`src/rtl/jtag_reg_bank_if.sv`:
```
// jtag_reg_bank_if: TAP-side data-register signals shared by the TAP controller (master) and the register bank (slave).
interface jtag_reg_bank_if;
    logic       tdi;
    logic       shift_dr;
    logic       sync_capture_en;
    logic       sync_update_dr;
    logic [4:0] instructions;
    logic       so;
    logic       bypass_sel;
    modport master (
        output tdi, shift_dr, sync_capture_en, sync_update_dr, instructions,
        input  so, bypass_sel
    );
    modport slave (
        input  tdi, shift_dr, sync_capture_en, sync_update_dr, instructions,
        output so, bypass_sel
    );
endinterface

```
`src/rtl/jtag_reg_bank.sv`:
```
// jtag_reg_bank: JTAG-accessible bank of 15 config registers plus a status word and a sticky error flag.
// Optional JTAG_REG_BANK_AUTOINC_EN: every DATA update post-increments the address.
module jtag_reg_bank (
    input  logic                tck,
    input  logic                trst,
    jtag_reg_bank_if.slave      bus,
    input  logic [15:0]         stat_in,
    output logic [239:0]        cfg_out,
    output logic                err
);
    localparam logic [4:0] INS_ADDR  = 5'h08;
    localparam logic [4:0] INS_DATA  = 5'h09;
    localparam logic [4:0] INS_ERRCLR = 5'h0A;
    logic [7:0]  r_addr;
    logic [7:0]  r_asr;
    logic [15:0] r_dsr;
    logic        r_esr;
    logic        r_err;
    logic [15:0] r_regs [15];
    logic        w_is_a;
    logic        w_is_d;
    logic        w_is_e;
    logic        w_wr_ok;
    logic [15:0] w_cap_data;
    assign w_is_a  = bus.instructions == INS_ADDR;
    assign w_is_d  = bus.instructions == INS_DATA;
    assign w_is_e  = bus.instructions == INS_ERRCLR;
    assign w_wr_ok = r_addr < 8'd15;
    assign w_cap_data = w_wr_ok ? r_regs[r_addr[3:0]] : r_addr == 8'd15 ? stat_in : 16'hDEAD;
    assign bus.bypass_sel = !(w_is_a || w_is_d || w_is_e);
    assign bus.so = w_is_a ? r_asr[0] : w_is_d ? r_dsr[0] : w_is_e ? r_esr : 1'b0;
    assign err = r_err;
    for (genvar n = 0; n < 15; n++) begin : g_cfg
        assign cfg_out[16*n +: 16] = r_regs[n];
    end
    always_ff @(posedge tck) begin
        if (trst) begin
            r_addr <= '0;
            r_asr  <= '0;
            r_dsr  <= '0;
            r_esr  <= 1'b0;
            r_err  <= 1'b0;
            for (int i = 0; i < 15; i++) r_regs[i] <= '0;
        end else begin
            if (bus.sync_capture_en) begin
                if (w_is_a) r_asr <= r_addr;
                if (w_is_d) r_dsr <= w_cap_data;
                if (w_is_e) r_esr <= r_err;
            end else if (bus.shift_dr) begin
                if (w_is_a) r_asr <= {bus.tdi, r_asr[7:1]};
                if (w_is_d) r_dsr <= {bus.tdi, r_dsr[15:1]};
                if (w_is_e) r_esr <= bus.tdi;
            end
            if (bus.sync_update_dr) begin
                if (w_is_a) r_addr <= r_asr;
                if (w_is_d) begin
                    if (w_wr_ok) r_regs[r_addr[3:0]] <= r_dsr;
`ifdef JTAG_REG_BANK_AUTOINC_EN
                    r_addr <= r_addr + 8'd1;
`endif
                end
                // a rejected write setting err takes precedence over a clear
                if (w_is_d && !w_wr_ok) r_err <= 1'b1;
                else if (w_is_e && r_esr) r_err <= 1'b0;
            end
        end
    end
endmodule

```
`src/flat_wrapper.sv`:
```
// flat-port wrapper written by rule: the top's interface ports become plain ports
module jtag_reg_bank_flat 
  (tck, trst, stat_in, cfg_out, err, bus_tdi, bus_shift_dr, bus_sync_capture_en, bus_sync_update_dr, bus_instructions, bus_so, bus_bypass_sel);
  jtag_reg_bank_if bus_i ();
  input  logic tck;
  input  logic trst;
  input  logic [15:0] stat_in;
  output logic [239:0] cfg_out;
  output logic err;
  input wire logic [$bits(bus_i.tdi)-1:0] bus_tdi;
  input wire logic [$bits(bus_i.shift_dr)-1:0] bus_shift_dr;
  input wire logic [$bits(bus_i.sync_capture_en)-1:0] bus_sync_capture_en;
  input wire logic [$bits(bus_i.sync_update_dr)-1:0] bus_sync_update_dr;
  input wire logic [$bits(bus_i.instructions)-1:0] bus_instructions;
  output wire logic [$bits(bus_i.so)-1:0] bus_so;
  output wire logic [$bits(bus_i.bypass_sel)-1:0] bus_bypass_sel;
  assign bus_i.tdi = bus_tdi;
  assign bus_i.shift_dr = bus_shift_dr;
  assign bus_i.sync_capture_en = bus_sync_capture_en;
  assign bus_i.sync_update_dr = bus_sync_update_dr;
  assign bus_i.instructions = bus_instructions;
  assign bus_so = bus_i.so;
  assign bus_bypass_sel = bus_i.bypass_sel;
  jtag_reg_bank u_core (.tck(tck), .trst(trst), .bus(bus_i), .stat_in(stat_in), .cfg_out(cfg_out), .err(err));
endmodule
```
`config.mk`:
```
export PLATFORM = sky130hd
export DESIGN_NAME = jtag_reg_bank_flat
export DESIGN_NICKNAME = d
export VERILOG_FILES = /design/src/rtl/jtag_reg_bank_if.sv /design/src/rtl/jtag_reg_bank.sv /design/src/flat_wrapper.sv
export SDC_FILE = /design/constraint.sdc
export NUM_CORES = 1
export LEC_CHECK = 0
export ABC_CLOCK_PERIOD_IN_PS = 2950
export CAP_MARGIN = 20
export CORE_MARGIN = 2
export CORE_UTILIZATION = 46
export DETAILED_ROUTE_END_ITERATION = 10
export MAX_ROUTING_LAYER = met4
export PLACE_DENSITY_LB_ADDON = 0.3
export SYNTH_ARGS = -nofsm -noshare
export SYNTH_HDL_FRONTEND = slang
export SYNTH_SLANG_ARGS = --single-unit
```
`constraint.sdc`:
```
create_clock -name tck -period 2.95 [get_ports tck]
set_input_delay 0.59 -clock tck [delete_from_list [all_inputs] [get_ports tck]]
set_output_delay 0.59 -clock tck [all_outputs]
set_load 0.05 [all_outputs]
```
# ---- After elaboration in Yosys (flattened, before gate mapping)
# Memory sizes are Yosys's and may differ from the RTL's. A register that Yosys moved wholly into a read port is not among the register bits.
# Index checks and enable logic that the tools add are counted.
dict set report totals {
  ram_bits 240
  input_bits 27
  regBits 34
  wordCells 56
  memories 1
}
# memory words width read_ports rd_clocked_by_memory_dff write_ports line
set memory_table {}
lappend memory_table {u_core.r_regs 15 16 16 1 15 jtag_reg_bank.sv:19} ;# logic [15:0] r_regs [15];
dict set report classes {
  n_reduce_logical 14
  muxes 31
  n_eq_ne 4
  n_lt_le_gt_ge 1
}
# cell n
set op_table {}
lappend op_table {{2-to-1 mux 16 bit} 7}
lappend op_table {{2-to-1 mux 8 bit} 4}
lappend op_table {{2-to-1 mux 1 bit} 17}
lappend op_table {{OR reduction 16 bit} 1}
lappend op_table {{== test 5 x 4 -> 1 bit (second input constant)} 3}
lappend op_table {{2-to-1 mux 4 bit} 3}
lappend op_table {{AND reduction 2 bit} 5}
lappend op_table {{== test 8 x 4 -> 1 bit (second input constant)} 1}
lappend op_table {{< comparator 8 x 4 -> 1 bit (second input constant)} 1}
lappend op_table {{nonzero test 2 bit} 2}
lappend op_table {{logical AND 1 bit} 2}
lappend op_table {{zero test 1 bit} 2}
lappend op_table {{logical OR 1 bit} 2}

# ---- Logic depth before layout (Yosys ltp)
# Gate-level depths: netlist of the first run.
dict set report depth {
  depth_word 8
  ltp_mapped 8
}

# ---- Least setup slack after synthesis of the first run
# Ideal clock, no wire load.
dict set report synth_timing {
  path_kind {input -> register}
  startpoint {in bus_instructions[1]}
  endpoint {mem u_core.r_regs[1][0] (enable)}
  path_stages 5
  n_path_buf 1
  arrival_ps 2058
  slack_ps 558
  setup_ps 334
  required_time_ps 2616
  path_cell_list {buf_2 > nor3b_2 > nand4_4 > nor3_1 > or2_2}
}
# element line
set synth_rtl {}
lappend synth_rtl {{start, declared} flat_wrapper.sv:14} ;# input wire logic [$bits(bus_i.instructions)-1:0] bus_instructions;
lappend synth_rtl {{end, declared} jtag_reg_bank.sv:19}

# ---- Worst setup path in the final report of the first run
dict set report layout_timing {
  startpoint {in bus_instructions[3]}
  endpoint {out bus_so}
}
dict set report layout_between {
  elab_chain_len 4
}
# element line
set layout_rtl {}
lappend layout_rtl {{== test 5 x 4 -> 1 bit} jtag_reg_bank.sv:27} ;# assign w_is_e = bus.instructions == INS_ERRCLR;
lappend layout_rtl {{2-to-1 mux 1 bit (2 in series)} jtag_reg_bank.sv:31} ;# assign bus.so = w_is_a ? r_asr[0] : w_is_d ? r_dsr[0] : w_is_e ? r_esr : 1'b0;
lappend layout_rtl {{2-to-1 mux 1 bit *} jtag_reg_bank.sv:31}
lappend layout_rtl {{end, declared} flat_wrapper.sv:15} ;# output wire logic [$bits(bus_i.so)-1:0] bus_so;
# Every way passes the cells marked *; elsewhere a longest branch is shown, timed or not.

==> impl_metrics.tcl, run 1 <==
set metrics [dict create \
    synth_common_cells "edfxtp_1 (256), and2_1 (135), nor3_1 (107)" \
    area_growth_syn_to_layout_pct 33.10 \
    port_buffers 269 \
    grt_pass1_wl_um 63460 \
    cts-buffers-inserted 30 \
    die_x_um 175.5 \
    endpoint "bus_so" \
    hold_buffers 0 \
    ioPinCount 270 \
    path_max_fanout 4 \
    seqCellArea_mm2 0.008454 \
    postPlaceCellArea_mm2 0.01702 \
    cp-end-kind "primary output" \
    synth_area_mm2 0.01354 \
    worst-path-buf-inv 3 \
    finalMaxSlewViolations 0 \
    synth_top_area_frac 0.5679 \
    die_h_um 175.5 \
    synth_edf_count 256 \
    yosysWarnings 0 \
    worst_slew_pin_slew_ps 1019 \
    regToRegEndpoint "u_core.r_regs[8][10]$_SDFFCE_PN0P_" \
    outcome "complete, no violations" \
    synth_area_per_cell_um2 13.85 \
    setup_viol 0 \
    multi_input_area_mm2 0.004686 \
    ir_drop_mv 0.4768 \
    yosysTopAreaCell "edfxtp_1" \
    path_depth 5 \
    drc 0 \
    placementRows 62 \
    period_needed_ps 2575 \
    async_flop_share 0 \
    yosys_most_used_dff "edfxtp_1" \
    rsz0062_at_grt "no" \
    design_area_mm2 0.01802 \
    crit_start "bus_instructions[3]" \
    ys_seq_area_frac 0.6241 \
    max-slew-margin-rel 0.3195 \
    fin_skew_ps 8.416 \
    min_period_over_period 0.8730 \
    grt_overflow 0 \
    arrival_ps 1990 \
    ys_types 49 \
    synth_cells 977 \
    antennaDiodeCount 0 \
    drt_iter0_markers 1503 \
    core_mm2 0.02886 \
    vias 10090 \
    grt_pass1_vias 9732 \
    drt-pass1-iter-count 6 \
    critical-path-max-stage-delay_ps 510 \
    hold_viol 0 \
    wire_per_inst_um 25.68 \
    post-cts-setup-buffers 0 \
    crit_type "in2out" \
    htreeDepth 1 \
    drt-total-wl_um 43060 \
    clock_sinks 294 \
    cp_top_family "buffers and inverters" \
    start_kind "input port" \
    cp.required_ps 2360 \
    crit_path_cell_trace "clkdlybuf4s50_1, nor3b_1, buf_4, and2_1, buf_12" \
    finalSetupTns_ps 0 \
    ys_ff_latch 294 \
    max_freq_mhz 388.3 \
    cts_tree "yes" \
    fin_ws_ps 374.8 \
    clkTransAtPathRegs_ps 60 \
    globalplace.congestion 0.9104 \
    holdPathStages 2 \
    grt_start_max_net_pins 51 \
    layout-drive-gt1-share 0.1531 \
    clock_latency_ps 560 \
    antenna_found_initial 0 \
    clk_path_buf_depth 3 \
    leakagePower_uw 0.006246 \
    cp_slowest_cell "clkdlybuf4s50_1" \
    hp-class "reg2reg" \
    yosys.cell_count.top_type "edfxtp_1" \
    dieArea_mm2 0.03081 \
    total_power_uw 9598 \
    viasPerCell 6.019 \
    post_cts_resized 0 \
    nets 1297 \
    grt_use_total 0.2846 \
    place.detailed.hpwl_um 31440 \
    nFillCells 2228 \
    initial_core_util 0.4690 \
    dp_slack_ps 205.7 \
    maxCapViolCount 0 \
    synthTopCellsByArea "edfxtp_1 (57%), mux4_2 (8.8%), and2_1 (6.2%)" \
    cts-root-buf "clkbuf_16" \
    antenna_left 0 \
    r2r-start "u_core.r_addr[7]$_SDFFE_PP0N_" \
    p_per_area_mw_per_mm2 532.7 \
    r2r_slack_ps 500 \
    reg2regPathDepth 5 \
]
[sequential cells by signal (all words and copies together), names as in the netlist, named ones only]
signal and cells:
u_core.r_esr 1, u_core.r_regs 256, u_core.r_asr 8, u_core.r_addr 8, u_core.r_dsr 16, u_core.err 1
[per-stage QoR]
stage / hold slack, ps / utilization / cells
final: 485.3 / 0.6243 / 1677
after global routing: 512.4 / 0.6243 / 1677
after CTS: 488.0 / 0.6243 / 1677
after detailed placement: 472.0 / 0.5899 / 1622
after global placement: 465.4 / 0.5899 / 1622
after floorplan: 447.6 / - / 992
[worst reg2reg max path: cells and delay by family (launching register included)]
kind                   cells  cell delay (ps)
AND/OR/NAND/NOR            4             1630
buffers and inverters      1              160
flip-flops                 1              350
[placed cells by master (no fill, tap or decap), types with 17 or more instances in the layout]
master	n
nand2_1	18
clkbuf_16	31
and2_1	135
nor3_1	107
a22o_1	21
inv_1	17
nor2_1	34
mux2i_1	38
clkdlybuf4s50_1	266
dfxtp_1	35
mux4_2	53
buf_4	60
edfxtp_1	256
[how the worst min path moves through the flow]
stage                                    from                         to  slack [ps]
finish                u_core.err$_SDFFE_PP0P_    u_core.err$_SDFFE_PP0P_         490
floorplan           u_core.r_esr$_SDFFE_PP0P_  u_core.r_esr$_SDFFE_PP0P_         450
global route        u_core.r_esr$_SDFFE_PP0P_  u_core.r_esr$_SDFFE_PP0P_         510
global placement    u_core.r_esr$_SDFFE_PP0P_  u_core.r_esr$_SDFFE_PP0P_         470
detailed placement    u_core.err$_SDFFE_PP0P_    u_core.err$_SDFFE_PP0P_         470
CTS                 u_core.r_esr$_SDFFE_PP0P_  u_core.r_esr$_SDFFE_PP0P_         490
[layout make-up]
class                   instances  share of cell area
flip-flops and latches        294              0.4693
multi-input cells             589              0.2601
well taps                     384             0.02667
repair buffers                338              0.1853
inverters                      17            0.003542
clock buffers                  35             0.04389
clock inverters                20             0.01125
[per-layer routing]
metal | vias up | routed length (um) | global-route usage
met2 | 640 | 20780 | 0.4511
met3 | 87 | 4007 | 0.04134
met1 | 5053 | 16950 | 0.3873
met4 | 0 | 1318 | 0.07989
li1 | 4314 | - | -
met5 | - | 0 | -
[power by group]
part | switching, uW | internal [uW] | leakage, uW
registers | 108 | 4640 | 0.00295
logic | 665 | 326 | 0.00282
clock network | 1610 | 2260 | 0.000478
total | 2380 | 7220 | 0.00625
[cells by family (layout without fill, tap and decap cells)]
kind of cell | count (synthesis) | after routing | synth area share
flip-flops | 294 | 294 | 0.6241
multiplexers | 91 | 91 | 0.1163
AND/OR/NAND/NOR | 365 | 365 | 0.1587
AO/OA/AOI/OAI | 117 | 117 | 0.06628
buffers and inverters | 109 | 410 | 0.03429
other | 1 | 16 | 0.0002770
Note: power is estimated with default switching activity, not from simulation.
==> inputs of run 2 (changes only) <==
Settings changed: CORE_UTILIZATION 46 to 40, GPL_ROUTABILITY_DRIVEN from default to 0.
==> run 2 against run 1 <==
Compared with the run above:
- die area rose by 15%
- sequential power barely moved
- combinational power barely moved
- critical endpoint unchanged
==> impl_metrics.tcl, run 2 (synthesized netlist as in run 1, its figures left out) <==
set metrics [dict create \
    grt_pass1_wl_um 65260 \
    hold_viol 0 \
    die_x_um 188.0 \
    min_to "u_core.r_esr$_SDFFE_PP0P_" \
    regToRegEndpoint "u_core.r_regs[8][14]$_SDFFCE_PN0P_" \
    cts-root-buf "clkbuf_16" \
    arrival_ps 1950 \
    drc 0 \
    r2r_slack_ps 650 \
    dp_slack_ps 154.8 \
    post_cts_resized 0 \
    grt_start_max_net_pins 51 \
    grt_overflow 0 \
    htreeDepth 1 \
    viasPerCell 5.708 \
    holdPathStages 2 \
    die_h_um 188.0 \
    drt-pass1-iter-count 5 \
    post-cts-setup-buffers 0 \
    fin_ws_ps 413.1 \
    max_freq_mhz 394.2 \
    r2r-start "u_core.r_addr[7]$_SDFFE_PP0N_" \
    wire_per_inst_um 25.74 \
    min_period_over_period 0.8600 \
    largest_reg_flops 256 \
    placed_cells 1693 \
    largest_registers "u_core.r_regs: 256 flops, u_core.r_dsr: 16 flops" \
    utilization 0.5457 \
    cts-buffers-inserted 31 \
    worst-path-buf-inv 3 \
    finalMaxSlewViolations 0 \
    layout-drive-gt1-share 0.1619 \
    port_buffers 269 \
    critical-path-max-stage-delay_ps 490 \
    p_per_area_mw_per_mm2 529.2 \
    finalSetupTns_ps 0 \
    placementRows 67 \
    design_area_mm2 0.01825 \
    leakagePower_uw 0.006337 \
    clk_path_buf_depth 3 \
    reg2regPathDepth 5 \
    final_common_cell "clkdlybuf4s50_1" \
    antennaDiodeCount 0 \
    crit_path_cell_trace "clkdlybuf4s50_1, buf_4, mux2i_1, o22ai_1, and2_1, buf_12" \
    drt-total-wl_um 45070 \
    min_from "u_core.r_esr$_SDFFE_PP0P_" \
    initial_core_util 0.4047 \
    max-slew-margin-rel 0.5275 \
    grt_use_total 0.2586 \
    setup_viol 0 \
    cp-end-kind "primary output" \
    ir_drop_mv 0.4393 \
    rsz0062_at_grt "no" \
    cts_tree "yes" \
    start_kind "input port" \
    dieArea_mm2 0.03533 \
    nFillCells 2767 \
    hp-class "reg2reg" \
    ioPinCount 270 \
    cp.required_ps 2360 \
    top_register "u_core.r_regs" \
    layout.cells.non_filler 1751 \
    vias 9994 \
    worst_slew_pin_slew_ps 708.0 \
    fin_skew_ps 7.855 \
    place.detailed.hpwl_um 33350 \
    postPlaceCellArea_mm2 0.01723 \
    period_needed_ps 2537 \
    outcome "complete, no violations" \
    area_growth_syn_to_layout_pct 34.84 \
    clock_sinks 294 \
    antenna_found_initial 0 \
    clock_latency_ps 560 \
    grt_pass1_vias 9843 \
    antenna_left 0 \
    core_mm2 0.03345 \
    hold_buffers 0 \
    crit_type "in2out" \
    clkTransAtPathRegs_ps 60 \
    final_cell_mix "clkdlybuf4s50_1 (266), edfxtp_1 (256), and2_1 (135)" \
    cp_top_family "buffers and inverters" \
    maxCapViolCount 0 \
    cp_slowest_cell "clkdlybuf4s50_1" \
    path_max_fanout 6 \
    drt_iter0_markers 1312 \
    nets 1305 \
]
## run 2: worst max path at each step
stage / slack (ps) / end / startpoint / depth (start not counted)
after floorplan: 560 / u_core.r_regs[1][0]$_SDFFCE_PN0P_ / bus_instructions[1] / 5
after global placement: 240 / u_core.r_regs[14][12]$_SDFFCE_PN0P_ / bus_instructions[3] / 8
after detailed placement: 150 / u_core.r_regs[12][12]$_SDFFCE_PN0P_ / bus_instructions[3] / 8
after CTS: 430 / bus_so / bus_instructions[0] / 6
after global routing: 350 / bus_so / bus_instructions[0] / 6
final: 410 / bus_so / bus_instructions[0] / 6
## run 2: area by class of cell
type                            instances  area, um2  share of cell area
Sequential cell                       294       8454              0.4632
Inverter                               17      63.81            0.003496
Timing Repair Buffer                  345       3466              0.1899
Clock buffer                           40      849.6             0.04655
Tap cell                              448      560.5             0.03071
Multi-Input combinational cell        589       4686              0.2567
Clock inverter                         18      171.4            0.009392
## run 2: routing by layer
metal  share of wire  track usage  vias to the layer above
met5               0            -                        -
met4           0.028      0.07299                        0
met3           0.090      0.04716                       74
met2            0.48       0.4134                      557
met1            0.40       0.3400                     5037
li1                -            -                     4326
## run 2: worst register-to-register path: cells and delay by family, from the launching register on
kind / cells / cell delay (ps)
AND/OR/NAND/NOR: 4 / 1490
buffers and inverters: 1 / 160
flip-flops: 1 / 360
## run 2: per-stage QoR
stage	total power, uW	hold slack (ps)
floorplan	5386	447.6
global placement	5834	462.5
detailed placement	5843	472.5
CTS	9693	473.5
global route	9898	510.3
finish	9658	496.6
## run 2: power breakdown
group          switching [uW]  internal (uW)
Combinational             675            337
Clock                    1620           2290
Sequential                106           4640
==> inputs of run 3 (changes only) <==
Settings changed: SETUP_SLACK_MARGIN from default to 0.2.
==> results of run 3 <==
The final DEF is identical to that of run 2; final timing and power are the same.
==> edit 1: new RTL, config.mk and constraints of run 2 <==
Build with the macro `JTAG_REG_BANK_AUTOINC_EN` defined.
--- a/src/rtl/jtag_reg_bank.sv
+++ b/src/rtl/jtag_reg_bank.sv
@@ -1,5 +1,7 @@
 // jtag_reg_bank: JTAG-accessible bank of 15 config registers plus a status word and a sticky error flag.
 // Optional JTAG_REG_BANK_AUTOINC_EN: every DATA update post-increments the address.
+`define JTAG_REG_BANK_AUTOINC_EN
+
 module jtag_reg_bank (
     input  logic                tck,
     input  logic                trst,
Check against the original RTL: not equivalent (Yosys sat finds a counterexample within 4 cycles, from zero or initial values and one cycle with trst high).
==> edit 1 against run 2 <==
  * Power grew 1.5%
  * Combinational power grew 6%
  * Maximum frequency shrank 4.5%
  * Synthesized cell count grew 2.3%
  * Area after synthesis grew 4.1%
  * Cell area grew 2.9%
  * Routed wire length is essentially flat
  * First-iteration DRC count shrank 17%
  * Via count grew 1.1%
  * Sequential cell count is the same
  * Setup slack lost 120 ps
  * Critical path type unchanged
==> edit 1: results (changes against run 2) <==
- Status: finished clean
- Multi-input gates: 627 (+6.5%)
- Tightest Pin Transition: 801 ps (+93.1 ps)
- Largest net degree at the start of global routing: 30 (-41%)
- Reg2Reg Launch Point: u_core.r_addr[4]$_SDFFE_PP0P_
- Nonclk inv count: 8 (-9)
- Peak supply drop: 0.352 mV (-20%)
- DRT Pass-1 Iters: 6 (+1)
- DP Area: 0.0177 mm2 (+3.0%)
- Fillcell total: 2796 (+1.0%)
- Met2 wire len: 21100 um (-2.8%)
- Clk Latency, worst-skew pair: 510 ps (-50 ps)
- Crit-path max FO: 23 (+17)
- Via count: 10102 (+1.1%)
- N_diodes: 2 (+2)
- Count of plain and timing-repair buffers: 341 (-1.2%)
- Static Leak: 6.64 nW (+4.8%)
- Comb pwr: 1.07 mW (+6%)
- Pre-CTS setup slack: 155 ps (+0.685 ps)
- Critical path origin: bus_instructions[3]
- M1 GR Usage: 0.330 (-0.0104)
- Met3 Wirelength: 4500 um (+11%)
- Routed WL per cell: 25.2 um (-2.1%)
- Power Clock: 3.98 mW (+2%)
- Post-synth cell types: 54 (+10%)
- Clkbuf count: 43 (+7.5%)
- Max Clock Freq: 376 MHz (-4.5%)
- Core Rows: 68 (+1.5%)
- Metal-1 WL: 17800 um (-1.1%)
- Top post-synthesis cells by area: edfxtp_1, and2_1, mux4_2, dfxtp_1, mux2i_1
- Final Skew: 15.0 ps (+7.10 ps)
- Critical path's largest stage delay: 460 ps (-30 ps)
- GRT Total Usage: 0.252 (-0.00644)
- CTS H-tree lvls: 2 (+1)
- Buffering overhead: 0.181 (-0.00877)
- Sequential cell area share: 0.450 (-0.0133)
-- edit 1: cell types whose count changed after synthesis, sizes merged, moves of 15 or more --
| cell | before | now |
|---|---|---|
| nor2 | 34 | 19 |
| and2 | 136 | 237 |
| a22o | 21 | 0 |
| a211oi | 10 | 28 |
| nor3 | 107 | 17 |
-- edit 1: logic make-up (layout without fill, tap and decap cells) --
| family | after synthesis | after routing | share of synthesized area |
|---|---|---|---|
| AO/OA/AOI/OAI | 108 | 108 | 0.0545 |
| other | 1 | 18 | 0.000266 |
| flip-flops | 294 | 294 | 0.600 |
| adder cells (fa/ha/maj) | 4 | 4 | 0.00355 |
| buffers and inverters | 93 | 410 | 0.0291 |
| AND/OR/NAND/NOR | 399 | 399 | 0.189 |
| multiplexers | 100 | 100 | 0.124 |
-- edit 1: metrics by stage --
step	instances	hold WS, ps
floorplan	1014	455
global placement	1725	485
detailed placement	1725	503
CTS	1786	513
global route	1788	545
finish	1788	509
==> edit 2: new RTL, settings of run 2 <==
Without the edit above. Register the input `stat_in` before use, cleared by the reset. The logic sees it one clock later. The other inputs are not delayed to match.
--- a/src/rtl/jtag_reg_bank.sv
+++ b/src/rtl/jtag_reg_bank.sv
@@ -11,6 +11,17 @@
     localparam logic [4:0] INS_ADDR  = 5'h08;
     localparam logic [4:0] INS_DATA  = 5'h09;
     localparam logic [4:0] INS_ERRCLR = 5'h0A;
+
+    logic [15:0] stat_q;
+
+    always_ff @(posedge tck) begin
+        if (trst) begin
+            stat_q <= '0;
+        end else begin
+            stat_q <= stat_in;
+        end
+    end
+
     logic [7:0]  r_addr;
     logic [7:0]  r_asr;
     logic [15:0] r_dsr;
@@ -26,7 +37,7 @@
     assign w_is_d  = bus.instructions == INS_DATA;
     assign w_is_e  = bus.instructions == INS_ERRCLR;
     assign w_wr_ok = r_addr < 8'd15;
-    assign w_cap_data = w_wr_ok ? r_regs[r_addr[3:0]] : r_addr == 8'd15 ? stat_in : 16'hDEAD;
+    assign w_cap_data = w_wr_ok ? r_regs[r_addr[3:0]] : r_addr == 8'd15 ? stat_q : 16'hDEAD;
     assign bus.bypass_sel = !(w_is_a || w_is_d || w_is_e);
     assign bus.so = w_is_a ? r_asr[0] : w_is_d ? r_dsr[0] : w_is_e ? r_esr : 1'b0;
     assign err = r_err;
Behaviour: same outputs for any inputs over 4 cycles, from zero or initial values and one cycle with trst high; that may be too few to reach the edited logic, so the function may still have changed.
==> edit 2 against run 2 <==
  * Cell count grew 1.9%
  * Cell area grew 1.0%
  * Power grew 3.5%
  * Sequential cell count grew 16
  * Routed wire length grew 1.5%
  * Count of clock-buffer cells in the layout grew 5
  * Setup slack lost 280 ps
  * Area after synthesis grew 2.4%
  * Critical path type unchanged
  * Critical endpoint unchanged
  * Largest power group unchanged
==> edit 2: results (changes against run 2) <==
- Met2 wire len: 21400 um (-1.4%)
- Power Clock: 4.00 mW (+3%)
- Mux contribution to synthesized area: 0.113 (-0.00349)
- Fillcell total: 2912 (+5.2%)
- Worst hold slack: 433 ps (-63.4 ps)
- Final wirelength: 45700 um (+1.5%)
- Hold Startpoint: u_core.r_dsr[11]$_SDFFE_PP0P_
- Final Skew: 12.9 ps (+5.08 ps)
- HPWL after detailed placement: 32400 um (-2.8%)
- M1 GR Usage: 0.345 (+0.00477)
- Placed insts: 1727 (+2.0%)
- Count of plain and timing-repair buffers: 341 (-1.2%)
- Layout cell share with drive strength beyond 1: 0.144 (-0.0176)
- Mapped Cells: 1010 (+3.4%)
- Total CTS buffers: 34 (+9.7%)
- Vias/cell: 5.73 (+0.42%)
- Multi-input gates: 611 (+3.7%)
- Area growth syn-to-layout: 33.0%
- Vias in the first global route: 10040 (+2.0%)
- Post-Syn Area: 0.0139 mm2 (+2.4%)
- Compound-Gate Fraction of Synth Area: 0.0718 (+0.00555)
- First-pass GRT wire length: 66200 um (+1.5%)
- Static Leak: 6.25 nW (-1.4%)
- Post-synth cell types: 55 (+12%)
- Clock sinks: 310 (+5.4%)
- Top post-synthesis cells by area: edfxtp_1, mux4_2, dfxtp_1, nor3_1, and2_1
- Register area: 0.00877 mm2 (+3.8%)
- Crit-path max FO: 3 (-3)
- Met3 Wirelength: 4370 um (+7.7%)
- Worst r2r dst: u_core.r_dsr[5]$_SDFFE_PP0P_
- Final std cells w/o fill: 1785 (+1.9%)
- Metal-1 WL: 18400 um (+2.0%)
- Synth top cells by count: edfxtp_1, nor3_1, and2_1, clkbuf_1, dfxtp_1
- Clock Network Area Fraction: 0.0560 (about the same)
- Peak supply drop: 0.376 mV (-14%)
- Clk Latency, worst-skew pair: 520 ps (-40 ps)
- Multi-input logic area: 0.00471 mm2 (+0.51%)
- M2 GR Usage: 0.402 (-0.0116)
- Hold-critical path depth: 0 (-2)
- Worst EP arrival: 2230 ps (+280 ps)
- PwrDens: 542 mW/mm2 (+2.5%)
- Clkbuf count: 45 (+13%)
- CTS H-tree lvls: 2 (+1)
- Buffering overhead: 0.180 (-0.0101)
- GRT Total Usage: 0.257 (-0.00115)
- P_seq: 4.97 mW (+4.9%)
- Met3 usage: 0.0406 (-0.00658)
- Nets@finish: 1335 (+2.3%)
- DR iter-0 viols: 1123 (-14%)
- Nonclk inv count: 10 (-7)
- Top Registers: u_core.r_regs x256, u_core.r_dsr x16, u_core.stat_q x16
- Tightest Pin Transition: 1140 ps (+427 ps)
- Largest net degree at the start of global routing: 60 (+18%)
- DP Area: 0.0174 mm2 (+1.0%)
- Hold EP: u_core.r_regs[15][11]$_DFFE_PP_
- Status: finished clean
- Pre-CTS setup slack: 143 ps (-11.7 ps)
- Psw: 2.53 mW (+5.6%)
- R2R Setup Slk: 720 ps (+70 ps)
-- edit 2: changes by cell type after synthesis, moves of 9 or more --
cell      delta
a22o_1      -11
and2_1      -27
a21boi_0    +10
dfxtp_1     +16
clkbuf_1     +9
or2_2       -14
nor2b_1     +14
nor2_1      +12
a221o_1     -10
o31ai_1     -10
nor3_1      +35
o21ai_0     +17
nor4_1      -11
-- edit 2: how the worst max path moves through the flow --
stage               slack [ps]  depth (start not counted)           startpoint                                 end
global placement           200                          6  bus_instructions[3]                              bus_so
finish                     130                          6  bus_instructions[3]                              bus_so
floorplan                 -150                          5  bus_instructions[2]  u_core.r_regs[10][0]$_SDFFCE_PN0P_
CTS                        130                          6  bus_instructions[3]                              bus_so
detailed placement         140                          6  bus_instructions[3]                              bus_so
global route                60                          6  bus_instructions[3]                              bus_so
-- edit 2: critical path, stage by stage --
cell and delay (ps):
clkdlybuf4s50_1 490, or3b_4 390, nor2_1 200, a22oi_1 130
a21oi_1 260, buf_12 180
